**src/rtl/prod_acc_pkg.sv**
```systemverilog
// Shared definitions for the product accumulator: product width, FSM states, block-length decode.
// Latency: n/a (types and pure functions only).
// Backpressure: n/a.
package prod_acc_pkg;

  localparam int PROD_W = 24;

  typedef enum logic [1:0] {
    IDLE = 2'd0,
    ACC  = 2'd1,
    HOLD = 2'd2
  } state_t;

  // A programmed length of zero stands for the full 2^cnt_w block.
  function automatic int unsigned len_decode(input int unsigned raw, input int unsigned cnt_w);
    return (raw == 0) ? (32'd1 << cnt_w) : raw;
  endfunction

endpackage

```
**src/rtl/prod24_accumulator_if.sv**
```systemverilog
// Handshake bundle between the multiplier-side producer, the accumulator and the result consumer.
// Latency: n/a (wires only).
// Backpressure: in_valid/in_ready on the product side, out_valid/out_ready on the result side.
interface prod24_accumulator_if
  import prod_acc_pkg::*;
#(
  parameter int ACC_W = 32,
  parameter int CNT_W = 8
) ();

  logic [CNT_W-1:0]  cfg_len;
  logic              in_valid;
  logic              in_ready;
  logic [PROD_W-1:0] in_prod;
  logic              out_valid;
  logic              out_ready;
  logic [ACC_W-1:0]  out_sum;
  logic              out_ovf;

  // Producer/consumer side: drives products, config and result acceptance.
  modport master (
    output cfg_len, in_valid, in_prod, out_ready,
    input  in_ready, out_valid, out_sum, out_ovf
  );

  // Accumulator side.
  modport slave (
    input  cfg_len, in_valid, in_prod, out_ready,
    output in_ready, out_valid, out_sum, out_ovf
  );

endinterface

```
**src/rtl/prod_acc_dp.sv**
```systemverilog
// Accumulate/carry datapath: loads the first product, adds later ones at ACC_W+1 bits, sticky carry flag.
// Latency: result of a load/add is visible one cycle after the enabling edge.
// Backpressure: none here; load/add are only pulsed by the controller on accepted products.
// Build option PROD_ACC_SAT_EN: clamp to all-ones on carry instead of wrapping.
module prod_acc_dp
  import prod_acc_pkg::*;
#(
  parameter int ACC_W = 32
) (
  input  logic              clk,
  input  logic              rst,
  input  logic              load,
  input  logic              add,
  input  logic [PROD_W-1:0] prod,
  output logic [ACC_W-1:0]  acc,
  output logic              ovf
);

  logic [ACC_W:0]   sum;
  logic             carry;
  logic [ACC_W-1:0] acc_next;

  assign sum   = {1'b0, acc} + (ACC_W+1)'(prod);
  assign carry = sum[ACC_W];

  // Select the post-add value: wrapped sum, or all-ones once a carry appears.
  always_comb begin
    acc_next = sum[ACC_W-1:0];
`ifdef PROD_ACC_SAT_EN
    // Once at all-ones every non-zero add carries again, so the clamp holds for the rest of the block.
    if (carry) begin
      acc_next = '1;
    end
`else
    acc_next = sum[ACC_W-1:0];
`endif
  end

  // Accumulator and sticky overflow registers.
  always_ff @(posedge clk or posedge rst) begin
    if (rst) begin
      acc <= '0;
      ovf <= 1'b0;
    end else if (load) begin
      acc <= ACC_W'(prod);
      ovf <= 1'b0;
    end else if (add) begin
      acc <= acc_next;
      ovf <= ovf | carry;
    end
  end

endmodule

```
**src/rtl/prod24_accumulator.sv**
```systemverilog
// Block accumulator behind the 12x12 multiplier: sums cfg_len products, emits one result per block.
// Latency: out_valid is registered on the edge accepting the last product; visible the next cycle.
// Backpressure: result held in HOLD until out_ready; in_ready is low in HOLD (one bubble per block).
// Build option PROD_ACC_SAT_EN selects a saturating accumulator (see prod_acc_dp).
module prod24_accumulator
  import prod_acc_pkg::*;
#(
  parameter int ACC_W = 32,
  parameter int CNT_W = 8
) (
  input logic                clk,
  input logic                rst,
  prod24_accumulator_if.slave bus
);

  localparam logic [CNT_W:0] ONE = (CNT_W+1)'(1);

  state_t         state_q;
  state_t         state_d;
  logic [CNT_W:0] cnt_q;
  logic [CNT_W:0] len_q;
  logic [CNT_W:0] cfg_len_dec;
  logic           accept;
  logic           load;
  logic           add;

  assign cfg_len_dec = (CNT_W+1)'(len_decode(32'(bus.cfg_len), CNT_W));

  // in_ready comes from state only, so out_ready never reaches it combinationally.
  assign bus.in_ready  = ~rst & (state_q != HOLD);
  assign bus.out_valid = (state_q == HOLD);
  assign accept        = bus.in_valid & bus.in_ready;

  // State register.
  always_ff @(posedge clk or posedge rst) begin
    if (rst) begin
      state_q <= IDLE;
    end else begin
      state_q <= state_d;
    end
  end

  // Next-state and datapath enables.
  always_comb begin
    state_d = state_q;
    load    = 1'b0;
    add     = 1'b0;
    case (state_q)
      IDLE: begin
        if (accept) begin
          load    = 1'b1;
          state_d = (cfg_len_dec == ONE) ? HOLD : ACC;
        end
      end
      ACC: begin
        if (accept) begin
          add = 1'b1;
          if ((cnt_q + ONE) == len_q) begin
            state_d = HOLD;
          end
        end
      end
      HOLD: begin
        if (bus.out_ready) begin
          state_d = IDLE;
        end
      end
      default: state_d = IDLE;
    endcase
  end

  // Product counter and block length latched on the first product of a block.
  always_ff @(posedge clk or posedge rst) begin
    if (rst) begin
      cnt_q <= '0;
      len_q <= '0;
    end else if (load) begin
      cnt_q <= ONE;
      len_q <= cfg_len_dec;
    end else if (add) begin
      cnt_q <= cnt_q + ONE;
    end
  end

  prod_acc_dp #(
    .ACC_W(ACC_W)
  ) u_dp (
    .clk  (clk),
    .rst  (rst),
    .load (load),
    .add  (add),
    .prod (bus.in_prod),
    .acc  (bus.out_sum),
    .ovf  (bus.out_ovf)
  );

endmodule

```
**src/flat_wrapper.sv**
```systemverilog
// flat-port wrapper written by rule: the top's interface ports become plain ports
module prod24_accumulator_flat import prod_acc_pkg::*;
#(
  parameter int ACC_W = 32,
  parameter int CNT_W = 8
)
  (clk, rst, bus_cfg_len, bus_in_valid, bus_in_prod, bus_out_ready, bus_in_ready, bus_out_valid, bus_out_sum, bus_out_ovf);
  prod24_accumulator_if #(.ACC_W(ACC_W), .CNT_W(CNT_W)) bus_i ();
  input logic clk;
  input logic rst;
  input wire logic [$bits(bus_i.cfg_len)-1:0] bus_cfg_len;
  input wire logic [$bits(bus_i.in_valid)-1:0] bus_in_valid;
  input wire logic [$bits(bus_i.in_prod)-1:0] bus_in_prod;
  input wire logic [$bits(bus_i.out_ready)-1:0] bus_out_ready;
  output wire logic [$bits(bus_i.in_ready)-1:0] bus_in_ready;
  output wire logic [$bits(bus_i.out_valid)-1:0] bus_out_valid;
  output wire logic [$bits(bus_i.out_sum)-1:0] bus_out_sum;
  output wire logic [$bits(bus_i.out_ovf)-1:0] bus_out_ovf;
  assign bus_i.cfg_len = bus_cfg_len;
  assign bus_i.in_valid = bus_in_valid;
  assign bus_i.in_prod = bus_in_prod;
  assign bus_i.out_ready = bus_out_ready;
  assign bus_in_ready = bus_i.in_ready;
  assign bus_out_valid = bus_i.out_valid;
  assign bus_out_sum = bus_i.out_sum;
  assign bus_out_ovf = bus_i.out_ovf;
  prod24_accumulator #(.ACC_W(ACC_W), .CNT_W(CNT_W)) u_core (.clk(clk), .rst(rst), .bus(bus_i));
endmodule
```
**config.mk**
```make
export PLATFORM = sky130hd
export DESIGN_NAME = prod24_accumulator_flat
export DESIGN_NICKNAME = d
export VERILOG_FILES = /design/src/rtl/prod_acc_pkg.sv /design/src/rtl/prod24_accumulator_if.sv /design/src/rtl/prod_acc_dp.sv /design/src/rtl/prod24_accumulator.sv /design/src/flat_wrapper.sv
export SDC_FILE = /design/constraint.sdc
export NUM_CORES = 1
export LEC_CHECK = 0
export CAP_MARGIN = 30
export CORE_ASPECT_RATIO = 1.75
export CORE_UTILIZATION = 35
export CTS_CLUSTER_DIAMETER = 80
export DETAILED_ROUTE_END_ITERATION = 10
export PLACE_DENSITY_LB_ADDON = 0.12
export SKIP_CTS_REPAIR_TIMING = 1
export SLEW_MARGIN = 20
export SYNTH_ARGS = -nofsm -noshare
export SYNTH_HDL_FRONTEND = slang
export SYNTH_HIERARCHICAL = 1
export SYNTH_SLANG_ARGS = --single-unit
```
**constraint.sdc**
```tcl
create_clock -name clk -period 2.5 [get_ports clk]
set_input_delay 0.5 -clock clk [delete_from_list [all_inputs] [get_ports clk]]
set_output_delay 0.5 -clock clk [all_outputs]
set_load 0.03 [all_outputs]
```
==> impl_metrics.ini <==
[status]
status = complete, but fails checks
violations = design-rule violations, negative setup slack

[pwr]
power_frac_seq = 0.213
leakage_nw = 2.747
p_per_area_nw_per_um2 = 1196
p_total_mw = 7.541
p_sw_frac = 0.4387
p_switching_mw = 3.308
vdd_drop_max_mv = 0.6326
comb_power_share = 0.694
clockPowerShare = 0.094
cellInternalPower_mw = 4.232

[routing]
vias = 4286
wl_per_cell_um = 17.35
wl_um = 13380
drtIter0Drc = 136
via_per_inst = 5.559
drt_pre_antenna_iters = 8
drtAntennaViolNets = 0
drc = 7

[placement]
dp_slack_ns = -0.8175
gp_routability_congestion = 0.8930
place.detailed.hpwl_um = 9910
io_buffers = 70

[synth]
syn_nets = 537
async_flop_share = 1.000
syn_area_um2 = 4159
synth.avg_cell_area_um2 = 8.756
synth_edf_count = 0
yosys_warnings = 6
ys_types = 74
ys_seq_area_frac = 0.3189
ys.flop_type = dfrtp_1
ys_ff_latch = 53
netlist_instances = 475

[timing]
period_share = 1.041
slew_violations = 0
rsz0062_at_grt = true
worst_slack_ns = -0.1020
setup_violations = 2
worst_slew_pin_slew_ns = 0.7334
finalHoldViolations = 0
period_minus_slack_ns = 2.602
skew_ns = 0.006885
timing.fmax_ghz = 0.3843
slew_headroom = 0.5095
tns_ns = -0.1202

[global_routing]
track_usage = 0.2139
use_met3 = 0.03166
grt_antenna_before_repair = 0
grt_pass1_wl_um = 20860
grt_max_degree = 49
grt.overflow.total = 0
grt_pass1_vias = 4325
grtUsageMet2 = 0.4213
grt.busiest_layer = met2
use_met1 = 0.2127

[cts]
cts.sinks = 53
tritoncts = built
root_buffer = clkbuf_16
cts_max_path_buffers = 2
clock_latency_ns = 0.30
cts_buffers = 5
h-tree-depth = 2
clk_pin_slew_ns = 0.07

[worst_setup_path]
crit_slowest_cell = dfrtp_2
path_max_fanout = 3
worst_ep_arrival_time_ns = 2.78
startpoint = u_core/u_dp/acc[0]$_DFFE_PP0P_
max_stage_delay_ns = 0.43
start_kind = flop
crit_chain = ha_4, fa_2, a211oi_4, o21ai_2, a211o_1, a221o_1, o221ai_2, xnor2_1, o21ai_1
cp.required_ns = 2.67
path_class = flop to flop
crit_path_end_kind = flop
cp_top_family = compound AO/OA/AOI/OAI gates
cp_num_buf_inv = 0
reg2reg_from = u_core/u_dp/acc[0]$_DFFE_PP0P_

[die]
die_area_um2 = 12340
die_w_um = 84.40
rows = 52
fp.coreArea_um2 = 11580
top_level_ports = 71
start_util = 0.3591
die_h_um = 146.2

[worst_hold_path]
hold_path_class = primary input to flop
min_from = bus_in_prod[15]

[final_layout]
n_antenna_cell = 0
layout-drive-gt1-share = 0.2987
synthToLayoutAreaGrowth_pct = 51.62
final_nets = 697

[flow_run]
maxCapViolCount = 0
[per-layer routing]
layer  routed length [um]  vias to the layer above
li1                     -                     2083
met1                 4839                     2070
met2                 7631                       99
met3                  415                       34
met4                  489                        0
met5                    0                        -
[stage by stage]
stage / std cells / instance area, um^2 / hold slack (ns) / util
after floorplan: 475 / 4170 / 0.4638 / -
after global placement: 754 / 5667 / 0.4989 / 0.4893
after detailed placement: 754 / 5667 / 0.5181 / 0.4893
after CTS: 762 / 5807 / 0.5302 / 0.5014
after global routing: 771 / 6306 / 0.5251 / 0.5445
final: 771 / 6306 / 0.5084 / 0.5445
[sequential cells by signal, summed over array words and instances (netlist names)]
register	flops
u_core/len_q	9
u_core/u_dp/acc	32
u_core/u_dp/ovf	1
u_core/state_q	2
u_core/cnt_q	9
[final timing paths]
kind | end | slack (ns) | depth (start not counted)
max in group asynchronous | u_core/u_dp/acc[0]$_DFFE_PP0P_ | 1.35 | 4
worst min-delay path | u_core/u_dp/acc[15]$_DFFE_PP0P_ | 0.51 | 3
worst max-delay path | u_core/u_dp/acc[22]$_DFFE_PP0P_ | -0.10 | 9
worst min register to register | u_core/cnt_q[6]$_DFFE_PP0P_ | 0.53 | 1
worst max register to register | u_core/u_dp/acc[22]$_DFFE_PP0P_ | -0.10 | 9
min in group asynchronous | u_core/state_q[1]$_DFFE_PP0P_ | 0.70 | 4
[final cells by class]
| cell class | count | area (um^2) |
|---|---|---|
| clock buffers | 7 | 132.6 |
| clock inverters | 1 | 7.507 |
| fillers | 1086 | 5275 |
| inverters | 17 | 63.81 |
| multi-input cells | 384 | 3058 |
| flip-flops and latches | 53 | 1329 |
| well taps | 135 | 168.9 |
| repair buffers | 174 | 1546 |
[worst reg2reg max path, delay by kind of cell, from the launching register on]
kind	cells	cell delay (ns)
AO/OA/AOI/OAI	6	1.33
XOR/XNOR	1	0.14
flip-flops	1	0.43
adder cells (fa/ha/maj)	2	0.57
[power groups by stage]
stage / Combinational [mW] / Clock [mW] / Sequential, mW
global route: 5.67 / 0.765 / 1.65
finish: 5.23 / 0.706 / 1.60
floorplan: 2.34 / 0 / 1.91
CTS: 4.66 / 0.742 / 1.53
detailed placement: 4.62 / 0 / 1.54
global placement: 4.57 / 0 / 1.53
[Yosys cell counts (3+ instances only)]
| master | number | area [um^2] |
|---|---|---|
| a211o_1 | 3 | 26.28 |
| a211oi_1 | 4 | 30.03 |
| a21o_1 | 9 | 67.56 |
| a21oi_1 | 48 | 240.2 |
| a22oi_1 | 5 | 37.54 |
| a31oi_1 | 8 | 50.05 |
| and2_1 | 4 | 25.02 |
| and3_1 | 6 | 37.54 |
| buf_1 | 3 | 11.26 |
| buf_4 | 3 | 22.52 |
| clkbuf_1 | 12 | 45.04 |
| dfrtp_1 | 53 | 1326 |
| ha_1 | 25 | 312.8 |
| inv_1 | 17 | 63.81 |
| mux2_2 | 7 | 78.83 |
| mux2i_1 | 9 | 90.09 |
| nand2_1 | 42 | 157.7 |
| nand2_2 | 3 | 18.77 |
| nand2b_1 | 4 | 25.02 |
| nand3_1 | 13 | 65.06 |
| nand4_1 | 4 | 25.02 |
| nor2_1 | 22 | 82.58 |
| nor2b_1 | 3 | 18.77 |
| nor3_1 | 5 | 25.02 |
| nor3b_1 | 8 | 60.06 |
| nor4_1 | 4 | 25.02 |
| o211ai_1 | 6 | 45.04 |
| o21a_1 | 3 | 22.52 |
| o21ai_0 | 48 | 240.2 |
| o21bai_1 | 3 | 22.52 |
| o22ai_1 | 3 | 18.77 |
| o31ai_1 | 3 | 22.52 |
| o41ai_1 | 3 | 26.28 |
| or3_1 | 5 | 31.28 |
| or4_1 | 3 | 22.52 |
| xnor2_1 | 18 | 157.7 |
| xor2_1 | 12 | 105.1 |
[placed cells by master (no fill, tap or decap), types with 6 or more instances in the layout]
cell             instances
nor2_1                  22
dfrtp_1                 51
a21o_1                   9
mux2_2                   7
ha_1                     6
o21ai_0                 43
a31oi_1                  8
clkdlybuf4s50_1         52
xnor2_1                 17
ha_4                    19
nor3b_1                  8
a21oi_2                  8
dlymetal6s2s_1          18
nand2_1                 40
o211ai_1                 6
inv_1                   16
xor2_1                  12
a21oi_1                 40
buf_4                  101
mux2i_1                  9
nand3_1                 12
[cells by family (layout without fill, tap and decap cells)]
family | Yosys count | count (layout) | share of synthesized area
mux | 16 | 16 | 0.04062
buf+inv | 39 | 199 | 0.04211
fa+ha+maj | 26 | 26 | 0.08002
compound gates | 176 | 177 | 0.2834
simple gates | 135 | 135 | 0.1718
xor+xnor | 30 | 30 | 0.06318
flops | 53 | 53 | 0.3189
(Power assumes the default switching activity.)
